==> config.mk <==
export PLATFORM = sky130hd
export DESIGN_NAME = pawc_wb_arbiter
export DESIGN_NICKNAME = d
export VERILOG_FILES = /design/src/rtl/pawc_wb_pkg.sv /design/src/rtl/pawc_rr_pick.sv /design/src/rtl/pawc_wb_arbiter.sv
export SDC_FILE = /design/constraint.sdc
export NUM_CORES = 1
export LEC_CHECK = 0
export ABC_AREA = 0
export CAP_MARGIN = 15
export CORE_AREA = 2 2 139 141
export CTS_BUF_LIST = sky130_fd_sc_hd__clkbuf_8 sky130_fd_sc_hd__clkbuf_16
export DETAILED_ROUTE_END_ITERATION = 7
export DIE_AREA = 0 0 141 143
export SYNTH_ARGS = -nofsm -noshare
export SYNTH_HDL_FRONTEND = slang
export SYNTH_SLANG_ARGS = --single-unit
==> constraint.sdc <==
create_clock -name wb_clk_i -period 7.4 [get_ports wb_clk_i]
set_input_delay 1.48 -clock wb_clk_i [delete_from_list [all_inputs] [get_ports wb_clk_i]]
set_output_delay 1.48 -clock wb_clk_i [all_outputs]
set_load 0.005 [all_outputs]
==> src/rtl/pawc_wb_pkg.sv <==
// Shared defaults and types for the PAWC Wishbone interconnect.
package pawc_wb_pkg;

  localparam int unsigned ADDR_W_DEF = 32;
  localparam int unsigned DATA_W_DEF = 32;
  localparam logic [31:0] TIMEOUT_DATA_DEF = 32'hDEAD_BEEF;

  typedef enum logic {
    ARB_IDLE,
    ARB_OWNED
  } arb_state_e;

endpackage

==> src/rtl/pawc_rr_pick.sv <==
// Combinational round-robin picker: first requester strictly after rr_ptr, wrapping upward.
module pawc_rr_pick
  import pawc_wb_pkg::*;
#(
  parameter int unsigned N     = 3,
  parameter int unsigned IDX_W = $clog2(N)
) (
  input  logic [N-1:0]     req,
  input  logic [IDX_W-1:0] rr_ptr,
  output logic [IDX_W-1:0] winner,
  output logic             any_req
);

  always_comb begin
    winner  = '0;
    any_req = 1'b0;
    for (int k = 1; k <= int'(N); k++) begin
      int idx;
      idx = (int'(rr_ptr) + k) % int'(N);
      if (!any_req && req[idx]) begin
        winner  = IDX_W'(idx);
        any_req = 1'b1;
      end
    end
  end

endmodule

==> src/rtl/pawc_wb_arbiter.sv <==
// Round-robin Wishbone B4 classic arbiter with cycle-long grants and a bus-timeout watchdog.
module pawc_wb_arbiter
  import pawc_wb_pkg::*;
#(
  parameter int unsigned NUM_MASTERS    = 3,
  parameter int unsigned ADDR_W         = ADDR_W_DEF,
  parameter int unsigned DATA_W         = DATA_W_DEF,
  parameter int unsigned TIMEOUT_CYCLES = 1024,
  parameter logic [DATA_W-1:0] TIMEOUT_DATA = TIMEOUT_DATA_DEF,
  parameter int unsigned SEL_W          = DATA_W / 8
) (
  input  logic                          wb_clk_i,
  input  logic                          wb_rst_i,
  input  logic [NUM_MASTERS-1:0]        m_cyc_i,
  input  logic [NUM_MASTERS-1:0]        m_stb_i,
  input  logic [NUM_MASTERS-1:0]        m_we_i,
  input  logic [NUM_MASTERS*ADDR_W-1:0] m_adr_i,
  input  logic [NUM_MASTERS*DATA_W-1:0] m_dat_i,
  input  logic [NUM_MASTERS*SEL_W-1:0]  m_sel_i,
  output logic [DATA_W-1:0]             m_dat_o,
  output logic [NUM_MASTERS-1:0]        m_ack_o,
  output logic                          s_cyc_o,
  output logic                          s_stb_o,
  output logic                          s_we_o,
  output logic [ADDR_W-1:0]             s_adr_o,
  output logic [DATA_W-1:0]             s_dat_o,
  output logic [SEL_W-1:0]              s_sel_o,
  input  logic [DATA_W-1:0]             s_dat_i,
  input  logic                          s_ack_i,
  output logic [NUM_MASTERS-1:0]        grant_o,
  output logic                          timeout_o,
  input  logic                          timeout_clr_i
);

  localparam int unsigned IDX_W = $clog2(NUM_MASTERS);

  arb_state_e       state;
  logic [IDX_W-1:0] grant_idx;
  logic [IDX_W-1:0] rr_ptr;
  logic [IDX_W-1:0] winner;
  logic             any_req;
  logic             grant_valid;
  logic             own_cyc;
  logic             own_stb;
  logic             xfer;
  logic             arb_en;
  logic             wd_fire;

  assign grant_valid = (state == ARB_OWNED);

  pawc_rr_pick #(
    .N     (NUM_MASTERS),
    .IDX_W (IDX_W)
  ) u_pick (
    .req     (m_cyc_i),
    .rr_ptr  (rr_ptr),
    .winner  (winner),
    .any_req (any_req)
  );

  always_comb begin
    own_cyc = 1'b0;
    own_stb = 1'b0;
    s_we_o  = 1'b0;
    s_adr_o = '0;
    s_dat_o = '0;
    s_sel_o = '0;
    for (int i = 0; i < int'(NUM_MASTERS); i++) begin
      if (grant_idx == IDX_W'(i)) begin
        own_cyc = m_cyc_i[i];
        own_stb = m_stb_i[i];
        s_we_o  = m_we_i[i];
        s_adr_o = m_adr_i[i*ADDR_W +: ADDR_W];
        s_dat_o = m_dat_i[i*DATA_W +: DATA_W];
        s_sel_o = m_sel_i[i*SEL_W +: SEL_W];
      end
    end
  end

  assign s_cyc_o = grant_valid & own_cyc;
  assign xfer    = s_cyc_o & own_stb;
  assign s_stb_o = xfer & ~wd_fire;
  assign m_dat_o = wd_fire ? TIMEOUT_DATA : s_dat_i;
  // Re-arbitrate only when nobody holds the bus, so locked RMW sequences keep their grant.
  assign arb_en  = ~grant_valid | ~own_cyc;

  always_comb begin
    m_ack_o = '0;
    grant_o = '0;
    for (int i = 0; i < int'(NUM_MASTERS); i++) begin
      grant_o[i] = grant_valid & (grant_idx == IDX_W'(i));
      m_ack_o[i] = grant_o[i] & (s_ack_i | wd_fire);
    end
  end

  always_ff @(posedge wb_clk_i or posedge wb_rst_i) begin
    if (wb_rst_i) begin
      state     <= ARB_IDLE;
      grant_idx <= '0;
      rr_ptr    <= '0;
      timeout_o <= 1'b0;
    end else begin
      if (arb_en) begin
        if (any_req) begin
          state     <= ARB_OWNED;
          grant_idx <= winner;
          rr_ptr    <= winner;
        end else begin
          state     <= ARB_IDLE;
        end
      end
      if (wd_fire) begin
        timeout_o <= 1'b1;
      end else if (timeout_clr_i) begin
        timeout_o <= 1'b0;
      end
    end
  end

  if (TIMEOUT_CYCLES == 0) begin : g_no_wdog
    assign wd_fire = 1'b0;
  end else begin : g_wdog
    localparam int unsigned CNT_W = $clog2(TIMEOUT_CYCLES + 1);
    logic [CNT_W-1:0] wd_cnt;

    // A slave ack in the would-fire cycle wins over the timeout.
    assign wd_fire = xfer & ~s_ack_i & (wd_cnt == CNT_W'(TIMEOUT_CYCLES - 1));

    // Grant changes only happen while xfer is low, which already clears the count.
    always_ff @(posedge wb_clk_i or posedge wb_rst_i) begin
      if (wb_rst_i) begin
        wd_cnt <= '0;
      end else if (!xfer || s_ack_i || wd_fire) begin
        wd_cnt <= '0;
      end else begin
        wd_cnt <= wd_cnt + 1'b1;
      end
    end
  end

endmodule
Word level (Yosys, flattened, before mapping)
Cells that the tools add are included.
- mux-type cells: 38
- add/subtract/negate cells: 4
- equality and inequality tests: 3
- divide/modulo/power cells: 3
- bitwise logic cells: 17
- $lt $le $gt $ge: 3
- reductions and logical operators: 10
- operator list (kind ; count):
    $mux W32 ; 7
    $lt A32 B4 Y1 const B ; 3
    $mod A32 B3 Y32 const B ; 3
    $mux W1 ; 21
    $mux W4 ; 3
    $add A11 B1 Y11 const B ; 1
    $and A1 B1 Y1 ; 11
    $eq A11 B10 Y1 const B ; 1
    $mux W11 ; 1
    $add A2 B2 Y3 const B ; 2
    $bmux W1 S2 ; 3
    $mux W2 ; 3
    $not A1 Y1 ; 4
    $add A2 B1 Y3 const B ; 1
    $logic_not A1 Y1 ; 3
    $eq A2 B1 Y1 const B ; 1
    $eq A2 B2 Y1 const B ; 1
    $logic_and A1 B1 Y1 ; 2
    $logic_not A2 Y1 ; 1
    $logic_or A1 B1 Y1 ; 2
    $or A1 B1 Y1 ; 2
    $reduce_and A2 Y1 ; 1
    $reduce_bool A2 Y1 ; 1
- logic and storage cells: 82
- register bits after elaboration: 15
- bits of input ports: 249
- output and inout port bits: 110

Longest topological paths before layout
- depth in word-level cells: 13
- mapped depth: 8
- gate-level depth less buffers: 6

Hierarchy
A second synthesis with hierarchy kept.
- cells, all modules: 366
- area total of the unflattened synthesis: 2621.3 sq um
- modules (own cells, without submodules) (module ; cells each ; seq. area each (sq um) ; instances ; area an instance (sq um)):
    pawc_wb_arbiter ; 346 ; 375.4 ; 1 ; 2489.9
    pawc_rr_pick ; 20 ; 0.0 ; 1 ; 131.4

Worst setup path before layout
No wires, ideal clock.
- kind: input to output
- start: input m_cyc_i[0]
- end: output m_dat_o[14]
- path slack: 3.125 ns
- data arrival time: 2.795 ns
- path buffers: 2
- cell stages on the path: 6
- required time: 5.920 ns
- cells stage by stage: and3b_1 o221ai_1 or4_1 buf_2 buf_6 and2_4
- longest elaborated chain between the ends: 8
- RTL lines (element ; line ; RTL):
    start, declared ; pawc_wb_arbiter.sv:14 ; input logic [NUM_MASTERS-1:0] m_cyc_i,
    $mux W1 (3 in series) ; pawc_wb_arbiter.sv:69 ; if (grant_idx == IDX_W'(i)) begin
    $and A1 B1 Y1 ; pawc_wb_arbiter.sv:80 ; assign s_cyc_o = grant_valid & own_cyc;
    $and A1 B1 Y1 ; pawc_wb_arbiter.sv:81 ; assign xfer = s_cyc_o & own_stb;
    $and A1 B1 Y1 (2 in series) ; pawc_wb_arbiter.sv:127 ; assign wd_fire = xfer & ~s_ack_i & (wd_cnt == CNT_W'(TIMEOUT_CYCLES - 1));
    $mux W32 ; pawc_wb_arbiter.sv:83 ; assign m_dat_o = wd_fire ? TIMEOUT_DATA : s_dat_i;
    end, declared ; pawc_wb_arbiter.sv:20 ; output logic [DATA_W-1:0] m_dat_o,
No other way between the ends.

Final worst setup path
- start: input m_cyc_i[1]
- end: output m_dat_o[0]
- longest elaborated chain between the ends: 7
- RTL lines (element ; line):
    $mux W1 (2 in series) ; pawc_wb_arbiter.sv:69
    $and A1 B1 Y1 ; pawc_wb_arbiter.sv:80
    $and A1 B1 Y1 ; pawc_wb_arbiter.sv:81
    $and A1 B1 Y1 (2 in series) ; pawc_wb_arbiter.sv:127
    $mux W32 ; pawc_wb_arbiter.sv:83
No other way between the ends.

==> reports/results.txt <==
# port buffers -> 358
FF-to-FF path depth -> 6
Max-slew violations -> 0
Clock power frac -> 6.1%
Hold crit path type -> reg -> reg
Crit end category -> output port
Synth Flop Type -> dfrtp_1
Ys Warns -> 0
Hold buffers post-CTS -> 0
DRT Wirelength -> 14.55 mm
Sw frac -> 42.00%
Filler cells -> 1,995
Worst slack at placement -> 1.494 ns
Post-route cell area -> 6356 sq um
Seq/Total Area, Yosys -> 15.06%
Drt pass-1 iters -> 4
Crit path DAT -> 4.40 ns
Antenna Nets Post-Route -> 0
Maximum root-to-sink buffer count -> 2
# diodes -> 0
WHS Path Cells -> 1
Overall routing resource usage -> 12.75%
Hold Path Sink -> g_wdog.wd_cnt[0]$_DFF_PP0_
Post-CTS Repair Setup Buffers -> 0
Layout Cells excl Fill -> 946
Via count -> 4,031
Avg WL per Cell -> 15.38 um
# DRC -> 0
TritonCTS Sinks -> 15
FMAX -> 0.1700 GHz
Initial DRC Count -> 175
R2R setup slack -> 4.33 ns
Post-placement cell area -> 6276 sq um
Placed insts -> 942
Final hold vios -> 0
Worst slew pin tran -> 1.066 ns
Worst Setup Start Kind -> input port
Slew HR -> 28.91%
Syn Area/Cell -> 6.542 sq um
Share of cells above drive strength 1 -> 3.511%
Synth top area share -> 20.78%
Power density cells -> 268.2 nW/um^2
Worst clock skew -> 0.001645 ns
Hold Startpoint -> g_wdog.wd_cnt[0]$_DFF_PP0_
Data required time at the worst endpoint -> 5.92 ns
Area of the core -> 18,580 sq um
CP max FO -> 32
Initial antenna violation count -> 0
Post-Synthesis Net Count -> 636
Status -> finished, final reports clean
Initial Util -> 13.41%
Most frequent cells in the layout -> clkdlybuf4s50_1, nand2_1, o21ai_0, a22oi_1, nand2b_1
CTS H-tree lvls -> 1
First-pass GRT wire length -> 20.52 mm
CTS Buf Count -> 3
Layout area overhead -> 155.0%
Clk Latency, worst-skew pair -> 0.24 ns
Count of cell types in the netlist -> 45
P_int -> 0.0009887 W
Via/cell ratio -> 4.261
Critical path startpoint -> m_cyc_i[1]
Commonest non-fill, non-tap cell in the layout -> clkdlybuf4s50_1
TritonCTS clock tree -> yes
Tcrit/Tclk final -> 79.50%
Die Width -> 141 um
Final #Nets -> 968
Setup TNS -> 0 ns
Die H -> 143 um
Number of enable flip-flop cells after synthesis -> 0
R2R Path Start -> rr_ptr[1]$_DFFE_PP0P_
Post-synthesis cell count -> 381
Flop pwr share -> 6.0%
Area leader, netlist -> a22oi_1
Core Rows -> 50
Vias in the first global route -> 3,779
Largest net degree at the start of global routing -> 89
Critical path class -> in -> out
RSZ-0062 raised after global routing -> false
Final WS setup -> 1.517 ns
R2r endpoint -> timeout_o$_DFFE_PP0P_
Resize count post-CTS -> 0
Dominant cells by area after synthesis -> a22oi_1, dfrtp_1, o21ai_0
CTS root buf -> clkbuf_16
Final setup violation count -> 0
Asr flop ratio synth -> 100.0%
Net load switching power -> 0.0007158 W
GPL Wtd Cong -> 0.8057
Die Area -> 20,160 sq um
Total global routing overflow -> 0
Clk pin slew, worst setup/hold paths -> 0.05 ns
Post-layout min period -> 5.883 ns
Ports -> 359
Synth Register Bits -> 15
Max cap viols -> 0
Post-synth design cell area -> 2492 sq um
Leakage power -> 2.314 nW
Peak VDD IR -> 0.0001565 V
Detailed-placement wirelength estimate -> 12.10 mm
Combinational power share -> 87.9%
-- state kept, by name (all words and copies together) (netlist names) --
signal and count:
g_wdog.wd_cnt 11, rr_ptr 2, grant_valid 1, timeout_o 1
-- kinds of logic (layout without fill, tap and decap cells) --
kind of cell | count (synthesis) | in the layout | synth area share (%)
compound gates | 157 | 157 | 40.91
simple gates | 143 | 143 | 28.92
buf+inv | 49 | 380 | 8.082
flops | 15 | 15 | 15.06
xor+xnor | 8 | 8 | 2.811
fa+ha+maj | 6 | 6 | 3.012
mux | 3 | 3 | 1.205
-- metrics by stage --
stage	power [W]	hold WS, ns	utilization [%]
final	0.001705	0.4737	34.21
after detailed placement	0.001611	0.4782	33.78
after CTS	0.001726	0.4847	34.21
after global placement	0.001620	0.4744	33.78
after floorplan	0.0007420	0.4479	-
after global routing	0.001840	0.5055	34.21
-- worst max-delay path, stage by stage --
cell and delay, ns:
clkdlybuf4s50_1 0.58, a21o_1 0.15, o221ai_1 0.25, or4_1 1.03, buf_4 0.35, nand2b_1 0.06, clkdlybuf4s50_1 0.49
-- power by group through the flow --
stage               clock (W)  combinational (W)  sequential (W)
global placement            0            0.00152        0.000104
CTS                  0.000107            0.00152        0.000103
finish               0.000104            0.00150        0.000103
detailed placement          0            0.00151        0.000104
global route         0.000110            0.00163        0.000104
floorplan                   0           0.000642        0.000100
-- area by class of cell --
| class | count | area (sq um) | share of cell area (%) |
|---|---|---|---|
| Multi-Input combinational cell | 317 | 1938 | 30.49 |
| Inverter | 13 | 48.80 | 0.7677 |
| Tap cell | 234 | 292.8 | 4.606 |
| Clock buffer | 3 | 75.07 | 1.181 |
| Sequential cell | 15 | 375.4 | 5.906 |
| Clock inverter | 1 | 5.005 | 0.07874 |
| Timing Repair Buffer | 363 | 3621 | 56.97 |
-- cell usage after synthesis (all sizes together) (6+ instances only) --
| cell type | number |
|---|---|
| nand2 | 72 |
| o21ai | 70 |
| a22oi | 69 |
| clkbuf | 29 |
| nand2b | 26 |
| dfrtp | 15 |
| inv | 13 |
| nor2 | 13 |
| and2 | 11 |
| buf | 7 |
| ha | 6 |
| xnor2 | 6 |
-- worst max-delay path by stage --
stage                              to  slack (ns)  depth (start not counted)
after floorplan           m_dat_o[14]        3.12                          6
after global placement    m_dat_o[27]        1.56                          7
after detailed placement  m_dat_o[17]        1.49                          6
after CTS                 m_dat_o[17]        1.49                          6
after global routing      m_dat_o[23]        1.30                          7
final                      m_dat_o[0]        1.52                          7
-- per-layer routing --
metal / vias to the layer above / global-route usage, % / share of wire, %
met4: 0 / 1.895 / 0.76
met2: 208 / 23.72 / 51
li1: 2039 / - / -
met3: 8 / 2.750 / 7.4
met1: 1776 / 15.34 / 41
met5: - / 0 / 0
Power figures use the tool's default switching activity.
